## src/rtl/multicycle_sequencer_pkg.sv

```systemverilog
`default_nettype none
// ============================================================================
// Module   : multicycle_sequencer_pkg
// Brief    : State encodings, opcodes, trap causes and decode class type.
// Revision : 1.0
// ============================================================================
package multicycle_sequencer_pkg;

  localparam logic [2:0] S_IDLE   = 3'd0;
  localparam logic [2:0] S_FETCH  = 3'd1;
  localparam logic [2:0] S_DECODE = 3'd2;
  localparam logic [2:0] S_EXEC   = 3'd3;
  localparam logic [2:0] S_MEM    = 3'd4;
  localparam logic [2:0] S_WB     = 3'd5;
  localparam logic [2:0] S_TRAP   = 3'd6;

  localparam logic [6:0] OP_RTYPE  = 7'b0110011;
  localparam logic [6:0] OP_ITYPE  = 7'b0010011;
  localparam logic [6:0] OP_LOAD   = 7'b0000011;
  localparam logic [6:0] OP_STORE  = 7'b0100011;
  localparam logic [6:0] OP_BRANCH = 7'b1100011;
  localparam logic [6:0] OP_JAL    = 7'b1101111;
  localparam logic [6:0] OP_JALR   = 7'b1100111;
  localparam logic [6:0] OP_LUI    = 7'b0110111;
  localparam logic [6:0] OP_AUIPC  = 7'b0010111;
  localparam logic [6:0] OP_SYSTEM = 7'b1110011;

  localparam logic [1:0] CAUSE_NONE    = 2'd0;
  localparam logic [1:0] CAUSE_ILLEGAL = 2'd1;
  localparam logic [1:0] CAUSE_TIMEOUT = 2'd2;
  localparam logic [1:0] CAUSE_ECALL   = 2'd3;

  typedef struct packed {
    logic is_branch;
    logic is_load;
    logic is_store;
    logic is_jump;
    logic is_legal;
    logic is_system;
  } inst_class_t;

endpackage
`default_nettype wire

```

## src/rtl/multicycle_sequencer_if.sv

```systemverilog
`default_nettype none
// ============================================================================
// Module   : multicycle_sequencer_if
// Brief    : Control/handshake bundle between sequencer and datapath/memory.
// Revision : 1.0
// ============================================================================
interface multicycle_sequencer_if #(
  parameter int CNT_WIDTH = 32
);
  logic                 run;
  logic [6:0]           opcode;
  logic                 branch_taken;
  logic                 mem_ready;
  logic [2:0]           state;
  logic                 ir_write;
  logic                 pc_write;
  logic                 pc_src;
  logic                 mem_read;
  logic                 mem_write;
  logic                 mem_addr_sel;
  logic                 reg_write;
  logic                 retire;
  logic [CNT_WIDTH-1:0] instret;
  logic                 trap;
  logic [1:0]           trap_cause;

  modport master (
    input  run, opcode, branch_taken, mem_ready,
    output state, ir_write, pc_write, pc_src, mem_read, mem_write,
           mem_addr_sel, reg_write, retire, instret, trap, trap_cause
  );

  modport slave (
    output run, opcode, branch_taken, mem_ready,
    input  state, ir_write, pc_write, pc_src, mem_read, mem_write,
           mem_addr_sel, reg_write, retire, instret, trap, trap_cause
  );
endinterface
`default_nettype wire

```

## src/rtl/multicycle_sequencer_inst_class_decode.sv

```systemverilog
`default_nettype none
// ============================================================================
// Module   : multicycle_sequencer_inst_class_decode
// Brief    : Combinational opcode classifier for the sequencer.
// Revision : 1.0
// ============================================================================
module multicycle_sequencer_inst_class_decode
  import multicycle_sequencer_pkg::*;
(
  input  logic [6:0]  opcode,
  output inst_class_t cls
);

  always_comb begin
    cls = '0;
    case (opcode)
      OP_RTYPE, OP_ITYPE, OP_LUI, OP_AUIPC: cls.is_legal = 1'b1;
      OP_LOAD: begin
        cls.is_legal = 1'b1;
        cls.is_load  = 1'b1;
      end
      OP_STORE: begin
        cls.is_legal = 1'b1;
        cls.is_store = 1'b1;
      end
      OP_BRANCH: begin
        cls.is_legal  = 1'b1;
        cls.is_branch = 1'b1;
      end
      OP_JAL, OP_JALR: begin
        cls.is_legal = 1'b1;
        cls.is_jump  = 1'b1;
      end
      OP_SYSTEM: cls.is_system = 1'b1;
      default:   cls = '0;
    endcase
  end

endmodule
`default_nettype wire

```

## src/rtl/multicycle_sequencer.sv

```systemverilog
`default_nettype none
// ============================================================================
// Module   : multicycle_sequencer
// Brief    : Multi-cycle CPU control FSM with memory wait timeout and instret.
// Revision : 1.0
// ============================================================================
module multicycle_sequencer
  import multicycle_sequencer_pkg::*;
#(
  parameter int MEM_TIMEOUT = 16,
  parameter int CNT_WIDTH   = 32
) (
  input  logic                   clk,
  input  logic                   rst,
  multicycle_sequencer_if.master bus
);

  localparam int                WAIT_W     = $clog2(MEM_TIMEOUT + 1);
  localparam logic [WAIT_W-1:0] WAIT_LIMIT = WAIT_W'(MEM_TIMEOUT - 1);

  logic [2:0]           state_q, state_d;
  logic [WAIT_W-1:0]    wait_q, wait_d;
  logic [CNT_WIDTH-1:0] instret_q, instret_d;
  logic                 trap_q, trap_d;
  logic [1:0]           cause_q, cause_d;
  inst_class_t          cls;
  logic [2:0]           next_inst;
  logic                 timeout;
  logic                 retire;

  multicycle_sequencer_inst_class_decode u_decode (
    .opcode (bus.opcode),
    .cls    (cls)
  );

  assign next_inst = bus.run ? S_FETCH : S_IDLE;
  // The wait that reaches the limit traps only if memory is still not ready.
  assign timeout   = !bus.mem_ready && (wait_q == WAIT_LIMIT);

  always_ff @(posedge clk or posedge rst) begin
    if (rst) begin
      state_q   <= S_IDLE;
      wait_q    <= '0;
      instret_q <= '0;
      trap_q    <= 1'b0;
      cause_q   <= CAUSE_NONE;
    end else begin
      state_q   <= state_d;
      wait_q    <= wait_d;
      instret_q <= instret_d;
      trap_q    <= trap_d;
      cause_q   <= cause_d;
    end
  end

  always_comb begin
    state_d   = state_q;
    wait_d    = '0;
    trap_d    = trap_q;
    cause_d   = cause_q;
    instret_d = instret_q + CNT_WIDTH'(retire);
    case (state_q)
      S_IDLE: if (bus.run) state_d = S_FETCH;
      S_FETCH: begin
        if (bus.mem_ready) begin
          state_d = S_DECODE;
        end else if (timeout) begin
          state_d = S_TRAP;
          cause_d = CAUSE_TIMEOUT;
        end else begin
          wait_d = wait_q + WAIT_W'(1);
        end
      end
      S_DECODE: begin
        if (cls.is_system) begin
          state_d = S_TRAP;
          cause_d = CAUSE_ECALL;
        end else if (!cls.is_legal) begin
          state_d = S_TRAP;
          cause_d = CAUSE_ILLEGAL;
        end else begin
          state_d = S_EXEC;
        end
      end
      S_EXEC: begin
        if (cls.is_branch)                   state_d = next_inst;
        else if (cls.is_load || cls.is_store) state_d = S_MEM;
        else                                  state_d = S_WB;
      end
      S_MEM: begin
        if (bus.mem_ready) begin
          state_d = cls.is_load ? S_WB : next_inst;
        end else if (timeout) begin
          state_d = S_TRAP;
          cause_d = CAUSE_TIMEOUT;
        end else begin
          wait_d = wait_q + WAIT_W'(1);
        end
      end
      S_WB:    state_d = next_inst;
      S_TRAP:  state_d = S_TRAP;
      default: state_d = S_IDLE;
    endcase
    if (state_d == S_TRAP) trap_d = 1'b1;
  end

  always_comb begin
    bus.ir_write     = 1'b0;
    bus.pc_write     = 1'b0;
    bus.pc_src       = 1'b0;
    bus.mem_read     = 1'b0;
    bus.mem_write    = 1'b0;
    bus.mem_addr_sel = 1'b0;
    bus.reg_write    = 1'b0;
    retire           = 1'b0;
    case (state_q)
      S_FETCH: begin
        bus.mem_read = 1'b1;
        bus.ir_write = bus.mem_ready;
      end
      S_EXEC: begin
        if (cls.is_branch) begin
          bus.pc_write = 1'b1;
          bus.pc_src   = bus.branch_taken;
          retire       = 1'b1;
        end
      end
      S_MEM: begin
        bus.mem_addr_sel = 1'b1;
        if (cls.is_load) begin
          bus.mem_read = 1'b1;
        end else begin
          bus.mem_write = 1'b1;
          if (bus.mem_ready) begin
            bus.pc_write = 1'b1;
            retire       = 1'b1;
          end
        end
      end
      S_WB: begin
        bus.reg_write = 1'b1;
        bus.pc_write  = 1'b1;
        bus.pc_src    = cls.is_jump;
        retire        = 1'b1;
      end
      default: ;
    endcase
  end

  assign bus.retire     = retire;
  assign bus.state      = state_q;
  assign bus.instret    = instret_q;
  assign bus.trap       = trap_q;
  assign bus.trap_cause = cause_q;

endmodule
`default_nettype wire

```

## src/flat_wrapper.sv

```systemverilog
// flat-port wrapper written by rule: the top's interface ports become plain ports
module multicycle_sequencer_flat import multicycle_sequencer_pkg::*;
#(
  parameter int MEM_TIMEOUT = 16,
  parameter int CNT_WIDTH   = 32
)
  (clk, rst, bus_run, bus_opcode, bus_branch_taken, bus_mem_ready, bus_state, bus_ir_write, bus_pc_write, bus_pc_src, bus_mem_read, bus_mem_write, bus_mem_addr_sel, bus_reg_write, bus_retire, bus_instret, bus_trap, bus_trap_cause);
  multicycle_sequencer_if #(.CNT_WIDTH(CNT_WIDTH)) bus_i ();
  input  logic clk;
  input  logic rst;
  input wire logic [$bits(bus_i.run)-1:0] bus_run;
  input wire logic [$bits(bus_i.opcode)-1:0] bus_opcode;
  input wire logic [$bits(bus_i.branch_taken)-1:0] bus_branch_taken;
  input wire logic [$bits(bus_i.mem_ready)-1:0] bus_mem_ready;
  output wire logic [$bits(bus_i.state)-1:0] bus_state;
  output wire logic [$bits(bus_i.ir_write)-1:0] bus_ir_write;
  output wire logic [$bits(bus_i.pc_write)-1:0] bus_pc_write;
  output wire logic [$bits(bus_i.pc_src)-1:0] bus_pc_src;
  output wire logic [$bits(bus_i.mem_read)-1:0] bus_mem_read;
  output wire logic [$bits(bus_i.mem_write)-1:0] bus_mem_write;
  output wire logic [$bits(bus_i.mem_addr_sel)-1:0] bus_mem_addr_sel;
  output wire logic [$bits(bus_i.reg_write)-1:0] bus_reg_write;
  output wire logic [$bits(bus_i.retire)-1:0] bus_retire;
  output wire logic [$bits(bus_i.instret)-1:0] bus_instret;
  output wire logic [$bits(bus_i.trap)-1:0] bus_trap;
  output wire logic [$bits(bus_i.trap_cause)-1:0] bus_trap_cause;
  assign bus_i.run = bus_run;
  assign bus_i.opcode = bus_opcode;
  assign bus_i.branch_taken = bus_branch_taken;
  assign bus_i.mem_ready = bus_mem_ready;
  assign bus_state = bus_i.state;
  assign bus_ir_write = bus_i.ir_write;
  assign bus_pc_write = bus_i.pc_write;
  assign bus_pc_src = bus_i.pc_src;
  assign bus_mem_read = bus_i.mem_read;
  assign bus_mem_write = bus_i.mem_write;
  assign bus_mem_addr_sel = bus_i.mem_addr_sel;
  assign bus_reg_write = bus_i.reg_write;
  assign bus_retire = bus_i.retire;
  assign bus_instret = bus_i.instret;
  assign bus_trap = bus_i.trap;
  assign bus_trap_cause = bus_i.trap_cause;
  multicycle_sequencer #(.MEM_TIMEOUT(MEM_TIMEOUT), .CNT_WIDTH(CNT_WIDTH)) u_core (.clk(clk), .rst(rst), .bus(bus_i));
endmodule
```

## config.mk

```make
export PLATFORM = sky130hd
export DESIGN_NAME = multicycle_sequencer_flat
export DESIGN_NICKNAME = d
export VERILOG_FILES = /design/src/rtl/multicycle_sequencer_pkg.sv /design/src/rtl/multicycle_sequencer_if.sv /design/src/rtl/multicycle_sequencer_inst_class_decode.sv /design/src/rtl/multicycle_sequencer.sv /design/src/flat_wrapper.sv
export SDC_FILE = /design/constraint.sdc
export NUM_CORES = 1
export LEC_CHECK = 0
export CAP_MARGIN = 20
export CORE_MARGIN = 2
export CORE_UTILIZATION = 36
export CTS_BUF_LIST = sky130_fd_sc_hd__clkbuf_2
export DETAILED_ROUTE_END_ITERATION = 8
export GPL_TIMING_DRIVEN = 1
export PLACE_DENSITY_LB_ADDON = 0.05
export SYNTH_ARGS = -nofsm -noshare
export SYNTH_HDL_FRONTEND = slang
export SYNTH_SLANG_ARGS = --single-unit
export TNS_END_PERCENT = 100
```

## constraint.sdc

```tcl
create_clock -name clk -period 2.6 [get_ports clk]
set_clock_uncertainty 0.2 [all_clocks]
set_input_delay 0.52 -clock clk [delete_from_list [all_inputs] [get_ports clk]]
set_output_delay 0.52 -clock clk [all_outputs]
set_load 0.01 [all_outputs]
```

==> parameters.txt, run 1 <==
Parameter                              Value

Synth
  Leading cell type by number of instances after synthesis    sky130_fd_sc_hd__dfrtp_1
  Post-Synth XOR/XNOR Area    0.128
  Top cells by area, synth    sky130_fd_sc_hd__dfrtp_1, sky130_fd_sc_hd__xnor2_1, sky130_fd_sc_hd__xor2_1
  Area share of and/or/nand/nor cells after synthesis    0.268
  Top cell types by occurrence after synthesis    sky130_fd_sc_hd__dfrtp_1, sky130_fd_sc_hd__xnor2_1, sky130_fd_sc_hd__nand2_1, sky130_fd_sc_hd__nand3_1, sky130_fd_sc_hd__xor2_1
  Post-synthesis area per instance    approximately 10 um^2
  Most common flop cell mapped by yosys    sky130_fd_sc_hd__dfrtp_1
  Post-Synthesis Cells    between 200 and 250
  Compound-cell area share of the yosys netlist    0.0711
  Mux contribution to synthesized area    0.00458
  Number of warnings reported in the yosys synthesis log    0
  Largest family of logic cells by synthesized area    simple AND/OR/NAND/NOR gates
  Part of the Yosys area used for sequential elements    0.493
  Post-synth cell types    43
  Library cell occupying the most area in the post-synthesis netlist    sky130_fd_sc_hd__dfrtp_1
  Async S/R FF share, synth    1.00
  Flops & latches, synth    43
  EDFF count, synth    0
  Post-Synth Adder-Cell Area    0.0172
  Nets in the synthesized netlist    around 230
  Fraction of synthesized cell area taken by the top area cell type    0.493
  Mapped Area    approximately 2200 um^2

Timing
  Max-slew headroom at the worst pin    0.629
  Minimum clock period after layout    approximately 2500 ps
  Share of the clock period used by the worst path after layout    0.977
  Timing-limited maximum frequency    roughly 400 MHz
  Count of final max-slew check failures    0
  Count of endpoints failing hold in the final timing report    0
  RSZ-0062 raised after global routing    false
  Pin slew with the least headroom to its limit    approximately 560 ps
  Finish-stage setup viols    0
  Worst hold slack    roughly 280 ps

Job
  Maxcap violations    0

Drt
  Remaining design rule violation count    0
  Metal-1 WL    roughly 2500 um
  Number of search-and-repair iterations in the first detailed-routing pass    4
  Number of DRC markers after the initial detailed-route iteration    57
  Highest routed metal layer    met4
  Metal3 WL    around 280 um
  Wirelength, routed    about 5500 um
  Routed length per instance    ~14 um
  Vias per inst    between 5 and 6
  Total via count in the routed design    between 1,500 and 2,000
  DRT antenna net count    0
  Wire length on met2    2600 um

Power
  Power per cell area    between 500 and 600 nW/um^2
  Pleak    around 1.6 nW
  Worst supply voltage drop on vdd    410 uV

Worst setup path
  Data arrival time of the critical path    roughly 2700 ps
  Crit-path max cell delay    roughly 270 ps
  Top Family by Delay on Critical Path    simple AND/OR/NAND/NOR gates
  CP Launch Type    input port
  Cells traversed along the worst timing path    buf_6 -> nand3b_1 -> buf_6 -> nor4_4 -> o21bai_1 -> a22o_4 -> ha_4 -> ha_4 -> and4_4 -> and3_4 -> nor3b_4 -> xor2_1
  Crit path required time    roughly 2700 ps
  Crit Path Max Fanout    5
  Kind of end point of the critical path    register
  Number of buffer and inverter stages on the critical path    2
  Slowest CP cell    sky130_fd_sc_hd__nor4_4
  Setup Crit Path Kind    in -> reg

GRT
  Via count of the first global-routing pass    ~1,900
  Largest net degree at the start of global routing    44
  First-pass GRT wire length    9110 um
  Global route total overflow    0
  Number of antenna violations at the first check in global routing    0
  All-layer global routing usage    0.177

CTS
  Number of clock sinks    between 40 and 50
  Deepest clock path buffer count    2
  Cts bufs inserted    5
  Clock transition at the registers of the reported paths    roughly 230 ps
  Clock root buffer    sky130_fd_sc_hd__clkbuf_2
  Post-CTS Hold Buffers    0
  Clock network latency to the later pin of the worst-skew pair    390 ps
  CTS tree    built
  H-tree levels    2

Place
  Number of buffers inserted by port buffering    57
  Post-DP Area    around 3100 um^2
  Estimated wirelength of the detail-placed design    about 3900 um
  RD Place Congestion    ~0.77
  Cell count after placement    between 300 and 400

Final layout
  Storage element area    about 1100 um^2
  Final net count    between 300 and 400
  Final cell utilization of the core    0.567
  Final non-filler cell total    just under 400
  Post-route standard cell area excluding fillers    between 3000 and 4000 um^2
  Synth-to-Final Area Change    53.0%
  Multi-input combinational cell area    1260 um^2
  Share of post-route cells with drive strength above 1    0.271
  Number of filler cells placed in the layout    about 500
  Count of inserted antenna diode cells    0

Floorplanning
  Die Footprint    around 6700 um^2
  Die boundary height    slightly above 80 um
  Initial cell density of the core    0.371
  Standard cell core area    just under 6000 um^2
  Overall die width    slightly above 80 um
  Number of placed I/O pins    58
  Number of rows in the core area    28

Hold path
  Min-Delay Path Class    reg -> reg

Outcome
  Run status    completed
## report_power, final
| part | switching [mW] | total (mW) | internal (mW) |
|---|---|---|---|
| clock network | 0.221 | 0.289 | 0.0687 |
| registers | 0.0825 | 0.824 | 0.742 |
| logic | 0.333 | 0.715 | 0.382 |
## placed cells by master, fill, tap and decap left out, types with 8 or more instances in the layout
cell and instances:
sky130_fd_sc_hd__nor2_1 8, sky130_fd_sc_hd__nand3_1 18, sky130_fd_sc_hd__xnor2_1 19, sky130_fd_sc_hd__clkbuf_2 9, sky130_fd_sc_hd__and2_1 9, sky130_fd_sc_hd__dfrtp_1 43
sky130_fd_sc_hd__xor2_1 13, sky130_fd_sc_hd__nand2_1 16, sky130_fd_sc_hd__buf_4 30, sky130_fd_sc_hd__clkdlybuf4s50_1 42
## cells by family after synthesis
logic type                 after synthesis
DFF                                     43
muxes                                    1
and+or+nand+nor                        103
AOI/OAI and AO/OA                       21
adders and majority gates                3
xor gates and xnor gates                32
buffers and inverters                    9
## metrics by stage
step                      setup WS (ps)  total power, mW  setup TNS, ps
final                              58.7             1.83              0
after detailed placement           -762             1.52         -19700
after global placement             -684             1.53         -18220
after global routing               6.56             1.96              0
after CTS                          4.21             1.85              0
after floorplan                    -390             1.16          -4240
## worst paths after layout
| kind | start | endpoint | slack [ps] | depth (start not counted) |
|---|---|---|---|---|
| max | bus_opcode[3] | u_core.bus.instret[20]$_DFF_PP0_ | 60 | 12 |
| min | u_core.bus.instret[31]$_DFF_PP0_ | u_core.bus.instret[31]$_DFF_PP0_ | 280 | 1 |
| max reg2reg | u_core.bus.state[0]$_DFF_PP0_ | u_core.bus.instret[23]$_DFF_PP0_ | 270 | 11 |
| min reg2reg | u_core.bus.instret[31]$_DFF_PP0_ | u_core.bus.instret[31]$_DFF_PP0_ | 280 | 1 |
| max in group asynchronous | rst | u_core.bus.trap_cause[1]$_DFFE_PP0P_ | 1490 | 3 |
| min in group asynchronous | rst | u_core.bus.instret[0]$_DFF_PP0_ | 320 | 3 |
## final cells by class
cell class / count / share of cell area
tap: 75 / 0.0281
clock inverter: 2 / 0.00375
multi-input combinational: 161 / 0.378
timing repair buffer: 94 / 0.255
inverter: 4 / 0.00450
sequential: 43 / 0.322
clock buffer: 6 / 0.00899
## state kept, by name, summed over array words and instances (netlist names)
signal / count
u_core.bus.trap_cause: 2
u_core.bus.instret: 32
u_core.wait_q: 5
u_core.bus.trap: 1
u_core.bus.state: 3
## metal layers
metal	track usage	vias up
met5	0	-
met4	0.0583	0
met3	0.0396	8
met2	0.282	58
met1	0.238	940
li1	-	954
## what timing repair did
item / 4_1_cts / 5_1_grt
setup buffers: 6 / 0
endpoints found under the setup margin: 31 / 27
gates resized for setup: 46 / 23
gates cloned: 1 / 0
pin swaps: 12 / 7
Note: power is estimated with default switching activity, not from simulation.
==> run 2: changes to the inputs <==
Settings changed: ABC_AREA set to 1.
==> parameters.txt, run 2 <==
Parameter                              Value

Synth
  EDFF count, synth    0 (unchanged)
  Number of warnings reported in the yosys synthesis log    0 (unchanged)
  Largest family of logic cells by synthesized area    simple AND/OR/NAND/NOR gates
  Most common flop cell mapped by yosys    sky130_fd_sc_hd__dfrtp_1
  Leading cell type by number of instances after synthesis    sky130_fd_sc_hd__nand2_1
  Fraction of synthesized cell area taken by the top area cell type    0.447 (-0.0461)
  Post-Synthesis Cells    300 (+42%)
  Mapped Area    2410 um^2 (+10%)
  Nets in the synthesized netlist    315 (+39%)
  Top cell types by occurrence after synthesis    sky130_fd_sc_hd__nand2_1, sky130_fd_sc_hd__nor2_1, sky130_fd_sc_hd__dfrtp_1
  Async S/R FF share, synth    1.00 (unchanged)
  Post-Synth Adder-Cell Area    0.0156 (-0.00161)
  Library cell occupying the most area in the post-synthesis netlist    sky130_fd_sc_hd__dfrtp_1
  Post-synth cell types    27 (-37%)
  Mux contribution to synthesized area    0 (-0.00458)
  Top cells by area, synth    sky130_fd_sc_hd__dfrtp_1, sky130_fd_sc_hd__nand2_1, sky130_fd_sc_hd__nor2_1
  Part of the Yosys area used for sequential elements    0.447 (-0.0461)
  Area share of and/or/nand/nor cells after synthesis    0.339 (+0.0711)
  Compound-cell area share of the yosys netlist    0.0260 (-0.0451)
  Flops & latches, synth    43 (unchanged)
  Post-Synth XOR/XNOR Area    0.109 (-0.0193)
  Post-synthesis area per instance    8.03 um^2 (-22%)

Timing
  Worst hold slack    102 ps (-181 ps)
  Share of the clock period used by the worst path after layout    0.943 (-0.0345)
  Count of final max-slew check failures    0 (unchanged)
  Finish-stage setup viols    0 (unchanged)
  RSZ-0062 raised after global routing    false
  Minimum clock period after layout    2450 ps (-89.8 ps)
  Count of endpoints failing hold in the final timing report    0 (unchanged)
  Timing-limited maximum frequency    408 MHz (+3.7%)
  Summed negative setup slack over all endpoints    0 ps (unchanged)
  Min setup slack post-route    149 ps (+89.8 ps)
  Max-slew headroom at the worst pin    0.709 (+0.0793)
  Pin slew with the least headroom to its limit    433 ps (-123 ps)

Final layout
  Most frequent cells in the layout    sky130_fd_sc_hd__nand2_1, sky130_fd_sc_hd__clkdlybuf4s50_1, sky130_fd_sc_hd__dfrtp_1
  Flip-flop count of the largest register, all copies and words added    32 (unchanged)
  Synth-to-Final Area Change    47.3%
  Most frequent standard cell in the layout excluding fill and tap cells    sky130_fd_sc_hd__nand2_1
  Final cell utilization of the core    0.553 (-0.0149)
  Final non-filler cell total    484 (+26%)
  Post-route standard cell area excluding fillers    3550 um^2 (+6.3%)
  Share of post-route cells with drive strength above 1    0.226 (-0.0449)
  Count of inserted antenna diode cells    0 (unchanged)
  Number of filler cells placed in the layout    618 (+22%)
  Final net count    421 (+30%)

Floorplanning
  Initial cell density of the core    0.375 (+0.00406)
  Overall die width    85.8 um (+4.8%)
  Die boundary height    85.8 um (+4.8%)
  Die Footprint    7360 um^2 (+9.8%)
  Standard cell core area    6420 um^2 (+9.1%)
  Number of placed I/O pins    58 (unchanged)
  Number of rows in the core area    29 (+3.6%)

GRT
  Number of antenna violations at the first check in global routing    0 (unchanged)
  First-pass GRT wire length    10,600 um (+16%)
  All-layer global routing usage    0.183 (+0.00604)
  Largest net degree at the start of global routing    38 (-14%)
  Via count of the first global-routing pass    2,204 (+14%)
  Global route total overflow    0 (unchanged)

Worst setup path
  R2r startpoint    u_core.bus.state[1]$_DFF_PP0_
  First element of the critical path    bus_opcode[3]
  CP Launch Type    input port
  Setup Crit Path Kind    in -> out
  Data arrival time of the critical path    1730 ps (-930 ps)
  Capturing instance or port of the critical path    bus_pc_write
  Crit Path Max Fanout    2 (-3)
  Kind of end point of the critical path    output pin
  R2r setup slk    190 ps (-80 ps)
  Reg2reg path depth    12 (+1)
  Crit path required time    1880 ps (-840 ps)
  FF-to-FF End    u_core.bus.instret[24]$_DFF_PP0_

CTS
  H-tree levels    2 (unchanged)
  Deepest clock path buffer count    2 (unchanged)
  Clock network latency to the later pin of the worst-skew pair    420 ps (+30 ps)
  Number of clock sinks    43 (unchanged)
  Cts bufs inserted    5 (unchanged)
  Clock root buffer    sky130_fd_sc_hd__clkbuf_2
  Post-CTS Hold Buffers    0 (unchanged)
  CTS tree    built
  Clock transition at the registers of the reported paths    210 ps (-20 ps)

Place
  Pre-CTS setup slack    -646 ps (+116 ps)
  Cell count after placement    466 (+26%)
  Number of buffers inserted by port buffering    57 (unchanged)
  Estimated wirelength of the detail-placed design    4930 um (+26%)
  Post-DP Area    3390 um^2 (+8.5%)
  RD Place Congestion    0.825 (+7.2%)

Drt
  Total via count in the routed design    2,267 (+16%)
  Routed length per instance    13.0 um (-8.1%)
  DRT antenna net count    0 (unchanged)
  Remaining design rule violation count    0 (unchanged)
  Wirelength, routed    6310 um (+16%)
  Number of DRC markers after the initial detailed-route iteration    97 (+70%)
  Vias per inst    4.68 (-8.0%)
  Number of search-and-repair iterations in the first detailed-routing pass    6 (+2)

Power
  Pwr Total    1.97 mW (+7.6%)
  Worst supply voltage drop on vdd    475 uV (+16%)
  Power per cell area    555 nW/um^2 (+1.3%)
  Pleak    1.66 nW (+7.0%)

Outcome
  Run status    completed

Hold path
  Min-Delay Path Class    in -> async

Job
  Maxcap violations    0 (unchanged)
-- run 2: changes by cell type in the layout (fill, tap and decap cells not counted), sizes merged, moves of 4 or more --
cell	change
nor2	+39
nor3	+6
inv	+35
dlygate4sd2	+7
and2	-10
and4	-7
and3	-4
xor2	+5
nand2	+56
xnor2	-7
-- run 2: worst max-delay path: stages --
cell and delay, ps:
sky130_fd_sc_hd__clkdlybuf4s15_1 220, sky130_fd_sc_hd__inv_4 80, sky130_fd_sc_hd__nand2_4 50, sky130_fd_sc_hd__nor2_4 100
sky130_fd_sc_hd__nand3b_1 110, sky130_fd_sc_hd__nand2_1 110, sky130_fd_sc_hd__o211ai_1 130, sky130_fd_sc_hd__buf_4 150
sky130_fd_sc_hd__buf_4 130, sky130_fd_sc_hd__buf_2 140
-- run 2: cells by family after synthesis --
family	after synthesis
buffers and inverters	40
flip-flops	43
adder cells (fa/ha/maj)	3
XOR/XNOR	30
AO/OA/AOI/OAI	11
AND/OR/NAND/NOR	173
-- run 2: worst min-delay path by stage --
| stage | startpoint | to | slack (ps) | cells after the start |
|---|---|---|---|---|
| floorplan | u_core.wait_q[0]$_DFF_PP0_ | u_core.wait_q[0]$_DFF_PP0_ | 240 | 1 |
| CTS | rst | u_core.wait_q[0]$_DFF_PP0_ | 80 | 2 |
| finish | rst | u_core.wait_q[0]$_DFF_PP0_ | 100 | 2 |
| global route | rst | u_core.wait_q[0]$_DFF_PP0_ | 60 | 2 |
| global placement | u_core.bus.trap_cause[0]$_DFFE_PP0P_ | u_core.bus.trap_cause[0]$_DFFE_PP0P_ | 260 | 2 |
| detailed placement | u_core.bus.trap_cause[0]$_DFFE_PP0P_ | u_core.bus.trap_cause[0]$_DFFE_PP0P_ | 260 | 2 |
-- run 2: area by class of cell --
type | count | area, um^2 | share of cell area
multi-input cells | 217 | 1280 | 0.362
flip-flops and latches | 43 | 1080 | 0.303
repair buffers | 100 | 891 | 0.251
inverters | 39 | 161 | 0.0455
well taps | 77 | 96.3 | 0.0272
clock buffers | 5 | 25.0 | 0.00705
clock inverters | 3 | 15.0 | 0.00423
-- run 2: what timing repair did --
item	in CTS	in global routing
endpoints found under the hold margin	0	0
resized for setup	30	17
endpoints found under the setup margin	18	21
buffers inserted	7	5
pin swaps	6	6
-- run 2: where the power goes --
part	switching (mW)	total, mW	internal, mW	leakage (nW)
Sequential	0.0894	0.839	0.749	0.558
Clock	0.218	0.278	0.0599	0.0241
Combinational	0.442	0.852	0.410	1.08
Total	0.750	1.97	1.22	1.66
-- run 2: metal layers --
metal	track usage	vias to the layer above	wire, um
met4	0.0390	0	30
met5	0	-	0
met2	0.270	44	2740
met3	0.0356	2	178
met1	0.279	1066	3360
li1	-	1155	-
